$ cat src/rtl/i2s_rx_stereo.sv
// I2S receive master: generates BCLK/LRCLK from clk, captures BIT_DEPTH bits per
// channel slot MSB-first (one-bit I2S delay) and offers each word on a valid/ready port.
module i2s_rx_stereo #(
    parameter int BIT_DEPTH = 18,
    parameter int WORD_SIZE = 32,
    parameter int CLK_DIV   = 4,
    parameter int CH_MODE   = 0
) (
    input  logic                 clk,
    input  logic                 rst,
    input  logic                 en,
    input  logic                 sd,
    output logic                 bclk,
    output logic                 lrclk,
    output logic [BIT_DEPTH-1:0] data,
    output logic                 chan,
    output logic                 valid,
    input  logic                 ready,
    output logic                 overflow,
    input  logic                 ovf_clr
);

    localparam int DIV_W  = $clog2(CLK_DIV);
    localparam int SLOT_W = $clog2(WORD_SIZE);
    localparam logic [DIV_W-1:0]  DIV_LAST  = DIV_W'(CLK_DIV - 1);
    localparam logic [SLOT_W-1:0] SLOT_LAST = SLOT_W'(WORD_SIZE - 1);
    localparam logic [SLOT_W-1:0] SLOT_LSB  = SLOT_W'(BIT_DEPTH);

    logic [DIV_W-1:0]     div_cnt;
    logic [SLOT_W-1:0]    slot;
    logic [BIT_DEPTH-1:0] shift_reg;
    logic [BIT_DEPTH-1:0] shift_next;
    logic                 load_pend;
    logic                 load_chan;

    logic tick, rise, fall, in_window, word_done, chan_on;
    logic load, xfer, drop;

    assign tick      = en && (div_cnt == DIV_LAST);
    assign rise      = tick && !bclk;
    assign fall      = tick && bclk;
    // Slot 0 carries the I2S one-bit delay; bits after the LSB are padding.
    assign in_window = (slot != '0) && (slot <= SLOT_LSB);
    assign word_done = rise && (slot == SLOT_LSB);
    assign chan_on   = (CH_MODE == 1) ? !lrclk :
                       (CH_MODE == 2) ?  lrclk : 1'b1;

    if (BIT_DEPTH > 1) begin : g_shift_wide
        assign shift_next = {shift_reg[BIT_DEPTH-2:0], sd};
    end else begin : g_shift_one
        assign shift_next = sd;
    end

    // Clock generation and capture; disabling behaves like a reset of this half only.
    always_ff @(posedge clk) begin
        // NOTE: state registers use non-blocking assignment so every flop samples pre-edge values.
        if (rst || !en) begin
            div_cnt   <= '0;
            bclk      <= 1'b0;
            lrclk     <= 1'b0;
            slot      <= '0;
            shift_reg <= '0;
            load_pend <= 1'b0;
            load_chan <= 1'b0;
        end else begin
            div_cnt <= tick ? '0 : div_cnt + 1'b1;
            if (tick)
                bclk <= !bclk;
            if (fall) begin
                if (slot == SLOT_LAST) begin
                    slot  <= '0;
                    lrclk <= !lrclk;
                end else begin
                    slot <= slot + 1'b1;
                end
            end
            if (rise && in_window)
                shift_reg <= shift_next;
            load_pend <= word_done && chan_on;
            load_chan <= lrclk;
        end
    end

    // The word completes at a rise edge; it is handed over one clk later.
    assign load = load_pend && en;
    assign xfer = valid && ready;
    assign drop = load && valid && !ready;

    always_ff @(posedge clk) begin
        if (rst) begin
            data     <= '0;
            chan     <= 1'b0;
            valid    <= 1'b0;
            overflow <= 1'b0;
        end else begin
            if (load && !drop) begin
                data  <= shift_reg;
                chan  <= load_chan;
                valid <= 1'b1;
            end else if (xfer) begin
                valid <= 1'b0;
            end
            // A drop on the same edge as a clear request wins.
            if (drop)
                overflow <= 1'b1;
            else if (ovf_clr)
                overflow <= 1'b0;
        end
    end

endmodule

$ cat config.mk
export PLATFORM = sky130hd
export DESIGN_NAME = i2s_rx_stereo
export DESIGN_NICKNAME = d
export VERILOG_FILES = /design/src/rtl/i2s_rx_stereo.sv
export SDC_FILE = /design/constraint.sdc
export NUM_CORES = 1
export LEC_CHECK = 0
export CAP_MARGIN = 20
export CORE_ASPECT_RATIO = 0.5
export CORE_MARGIN = 1.5
export CORE_UTILIZATION = 52
export DETAILED_ROUTE_END_ITERATION = 10
export GPL_TIMING_DRIVEN = 0
export PLACE_DENSITY = 0.78
export SLEW_MARGIN = 20
export SYNTH_ARGS = -nofsm -noshare
export SYNTH_HDL_FRONTEND = slang
export SYNTH_SLANG_ARGS = --single-unit
$ cat constraint.sdc
create_clock -name clk -period 2.3 [get_ports clk]
set_input_delay 0.46 -clock clk [delete_from_list [all_inputs] [get_ports clk]]
set_output_delay 0.46 -clock clk [all_outputs]
set_load 0.05 [all_outputs]
==> metrics, run 1 <==
final hold vios 0; Hold WC Path Type reg -> reg; CP peak stage delay 840 ps; top_reg_cell synth dfxtp_1; number of antenna violations at the first check in global routing 0; post-synthesis sequential area ratio 0.5225; drt first pass iters 4; IO buf count 27; Critical Path Fanout Max 5; TritonCTS Buffers 5; RSZ-0062 raised after global routing no; clk slew on worst S/H paths 90 ps; Vias/cell 5.113; Post-synth EDFFs 0; CTS tree done; multi-input logic area 823.3 um2; Synth area leader dfxtp_1; Commonest cells post-synth nand2_1, dfxtp_1, a21oi_1, mux2i_1, nor2_1; global-route wire length before repair 5706 um; Tot GR Track Use 0.1915; CTS Hold Bufs 0; Die Area 0.004079 mm2; CP Data Arrival Time 1570 ps; net load switching power 0.3133 mW; Syn. warnings 0; Yosys cell types 31; Die X 88.84 um; post-cts repair resize count 0; Starting DRT DRC Count 28; final worst slack 265.7 ps; Yosys top cell area share 0.5225; antenna viol nets, final 0; clock sinks 50; final setup TNS 0 ps; Net count, final 252; Placer Congestion 0.7876; wire per inst 12.25 um; Syn-to-layout area delta 22.60%; Reg area 0.001001 mm2; status complete, no violations; worst skew pair latency 300 ps; fin crit share 0.8845; Post-Syn Instances 207; Slew Viols, Final 0; clock root buffer clkbuf_8; total internal power 1.126 mW; H-tree level count 2; FP Rows 15; Max IR drop VDD 0.2750 mV; vias in the first global route 1347; FMAX 491.6 MHz; Crit path required time 1840 ps; Place WS 245.3 ps; antenna diode count 0; Gate power share 0.022; crit-path leading delay family buffers and inverters; # fillers 292; post-synthesis net count 218; Slew headroom 0.6621; core footprint 0.003472 mm2; CP bufs+invs 1; Setup crit start kind flop; Routed WL 3590 um; Worst setup EP type primary output; Setup Fix Bufs, Post-CTS 0; Sequential Power Share 0.602; area of the mapped netlist 0.001916 mm2; # DRC 0; PwrDens 613.1 mW/mm2; leakage 0.7940 nW; Die Ht 45.92 um; most frequent cell after synthesis nand2_1; I/O pin cnt 29; Sw Share 0.2176; Seq cells post-synth 50; Syn Area/Cell 9.254 um2; Setup CP Type reg -> out; final worst path period need 2034 ps; asr flop ratio synth 0; max cap viols 0; DR vias 1498; Worst Max-Slew Pin Slew 505.3 ps; Starting Density 0.5517; final setup fails 0; largest net degree at the start of global routing 17; worst-path cell chain clkdlybuf4s50_1; Clock power frac 0.376; total gr overflow 0; CP max-delay cell clkdlybuf4s50_1; clock buffer depth 2; Post-Route Skew 7.645 ps; top cells by area, synth dfxtp_1, nand2_1, mux2i_1, a21oi_1, ha_1; share of cells above drive strength 1 0.08264; dpl hpwl 2594 um
-- placed cells by master, fill, tap and decap left out, drive strengths merged --
master	instances
a21oi	24
a221oi	1
a31oi	1
and2	1
and3	1
buf	7
clkbuf	11
clkdlybuf4s50	27
clkinvlp	1
dfxtp	50
ha	5
inv	4
mux2i	20
nand2	58
nand2b	2
nand3	4
nand3b	1
nand4	1
nor2	9
nor2b	3
nor3	3
nor3b	1
o21ai	3
or4	1
or4b	1
xnor2	1
xor2	1
-- routing by layer --
metal	track usage	vias up	wire, um	part of all wire
met5	0	-	0	0
met4	0.07500	0	23	0.0064
met3	0.05978	2	114	0.032
met2	0.3470	19	1787	0.50
met1	0.2159	721	1664	0.46
li1	-	756	-	-
-- cell families after synthesis --
group	Yosys count	share of synthesized area
AND/OR/NAND/NOR	86	0.1999
flip-flops	50	0.5225
AO/OA/AOI/OAI	29	0.08361
multiplexers	20	0.1045
buffers and inverters	15	0.04768
adder cells (fa/ha/maj)	5	0.03266
XOR/XNOR	2	0.009146
-- metrics by stage --
stage	utilization	hold slack (ps)	instances	instance area (um2)	power, mW
final	0.6764	437.2	293	2349	1.440
after global routing	0.6764	456.2	293	2349	1.492
after CTS	0.6764	439.0	293	2349	1.454
after detailed placement	0.6479	426.2	285	2250	0.9194
after global placement	0.6479	412.4	285	2250	0.9187
after floorplan	-	404.3	207	1916	0.9052
-- power groups by stage --
| stage | clock network [mW] | registers (mW) | logic (mW) |
|---|---|---|---|
| 3_5_place_dp | 0 | 0.888 | 0.0317 |
| 6_report | 0.541 | 0.867 | 0.0318 |
| 5_1_grt | 0.589 | 0.868 | 0.0351 |
| 3_3_place_gp | 0 | 0.888 | 0.0311 |
| 2_1_floorplan | 0 | 0.888 | 0.0174 |
| 4_1_cts | 0.555 | 0.867 | 0.0320 |
-- path summary, 6_finish.rpt --
check,startpoint,end,slack [ps],depth (start not counted)
worst max-delay path,bclk,bclk,270,1
worst min-delay path,div_cnt[0],div_cnt[0],440,1
worst max register to register,slot[1],shift_reg[4],480,7
worst min register to register,div_cnt[0],div_cnt[0],440,1
-- final cells by class --
type,count,share of cell area
buffer,12,0.03410
clock buffer,6,0.03516
clock inverter,2,0.006926
inverter,3,0.004795
multi-input combinational,142,0.3506
sequential,50,0.4262
tap,51,0.02717
timing repair buffer,27,0.1151
Power figures use the tool's default switching activity.
==> run 2, diff against run 1 <==
SLEW_MARGIN = 0   (was 20)
==> results of run 2 <==
The final DEF is identical to that of run 1; final timing and power are the same.
==> edit (settings of run 2) <==
The parameter `CH_MODE` goes from 0 to 1.
--- a/src/rtl/i2s_rx_stereo.sv
+++ b/src/rtl/i2s_rx_stereo.sv
@@ -4,7 +4,7 @@
     parameter int BIT_DEPTH = 18,
     parameter int WORD_SIZE = 32,
     parameter int CLK_DIV   = 4,
-    parameter int CH_MODE   = 0
+    parameter int CH_MODE   = 1
 ) (
     input  logic                 clk,
     input  logic                 rst,
Check against the original RTL: no difference found for any inputs over 10 cycles, from zero or initial values and one cycle with rst high; that may be too few to reach the edited logic, so the function may still have changed.
==> edit against run 2 <==
- synthesized cell count grew 0.48%
- fmax increased by 2.3%
- highest routed layer unchanged
- final area up 0.32%
- wire length barely moved
- critical path depth stayed put
- sequential cell count stayed put
- synthesized area barely moved
- power up 3.8%
- setup slack better by 45 ps
- via count decreased by 1.5%
- clock power up 10%
==> edit: results <==
{
  "nFillCells": 296,
  "grt_pass1_wl_microns": 5550,
  "synth_cell_types": 32,
  "use_met2_pct": 32.1,
  "dr.first_iter.drc_count": 48,
  "worstMarginPinSlew_ps": 514,
  "layout.nets": 253,
  "multi_input_cells": 144,
  "multi_input_area_sq_um": 846,
  "irDropWorstVdd_v": 0.000348,
  "worst_path_max_delay_cell": "clkdlybuf4s50_1",
  "nClkBuffers": 5,
  "viasPerCell": 5.04,
  "p_leak_nw": 0.811,
  "cp.arrival_ps": 1530,
  "routed_wirelength_microns": 3590,
  "synthMuxAreaShare_pct": 10.5,
  "grt_util_met1_pct": 22.6,
  "status": "finished clean",
  "first_global_vias": 1249,
  "grt.met3_usage_pct": 6.52,
  "ys_seq_area_share_pct": 52.3,
  "seq_area_share_pct": 42.5,
  "fin_skew_ps": 8.06,
  "clkCellAreaFrac_pct": 4.57,
  "clkLatencyLatePin_ps": 300,
  "drive_gt1_share_pct": 7.02,
  "grt_start_max_net_pins": 16,
  "syn_avg_cell_area_sq_um": 9.20,
  "track_usage_pct": 18.5,
  "syn-num-nets": 219,
  "nonClkBufAreaFrac_pct": 13.9,
  "dp_slack_ps": 134,
  "synth_compound_area_share_pct": 9.15,
  "gp_congestion": 0.734,
  "p_sw_share_pct": 19.8,
  "synth_fa_ha_area_share_pct": 3.27,
  "synthTopCellsByArea": "dfxtp_1 (52%), nand2_1 (12%), mux2i_1 (10%)",
  "post_dp_cell_area_sq_um": 2250,
  "n_all_buffers": 38,
  "fin_area_sq_um": 2360,
  "synthXorXnorAreaFrac_pct": 0.915,
  "yosys-top-cells-count": "nand2_1 (60), dfxtp_1 (50), a21oi_1 (24)",
  "hpwlAfterDp_microns": 2670,
  "cts_setup_buffers": 0
}
[edit: power groups by stage]
stage	Clock, mW	Combinational (mW)	Sequential [mW]
4_1_cts	0.605	0.0311	0.867
6_report	0.596	0.0310	0.867
5_1_grt	0.640	0.0343	0.868
3_3_place_gp	0	0.0300	0.888
3_5_place_dp	0	0.0309	0.888
2_1_floorplan	0	0.0171	0.888
[edit: kinds of logic after synthesis]
kind of cell,Yosys count
buffers and inverters,14
multiplexers,20
XOR/XNOR,2
AND/OR/NAND/NOR,87
AO/OA/AOI/OAI,30
adder cells (fa/ha/maj),5
flip-flops,50
[edit: final timing paths]
path | start | end | slack, ps | cells past startpoint
setup reg to reg | slot[1] | shift_reg[16] | 400 | 6
hold / removal | div_cnt[0] | div_cnt[0] | 440 | 1
hold reg to reg | div_cnt[0] | div_cnt[0] | 440 | 1
setup / recovery | bclk | bclk | 310 | 1
[edit: layer usage]
layer  part of all wire, %  routed length, microns
met5                     0                       0
met1                    49                    1750
met4                  0.39                      14
met3                   2.7                      97
met2                    48                    1730
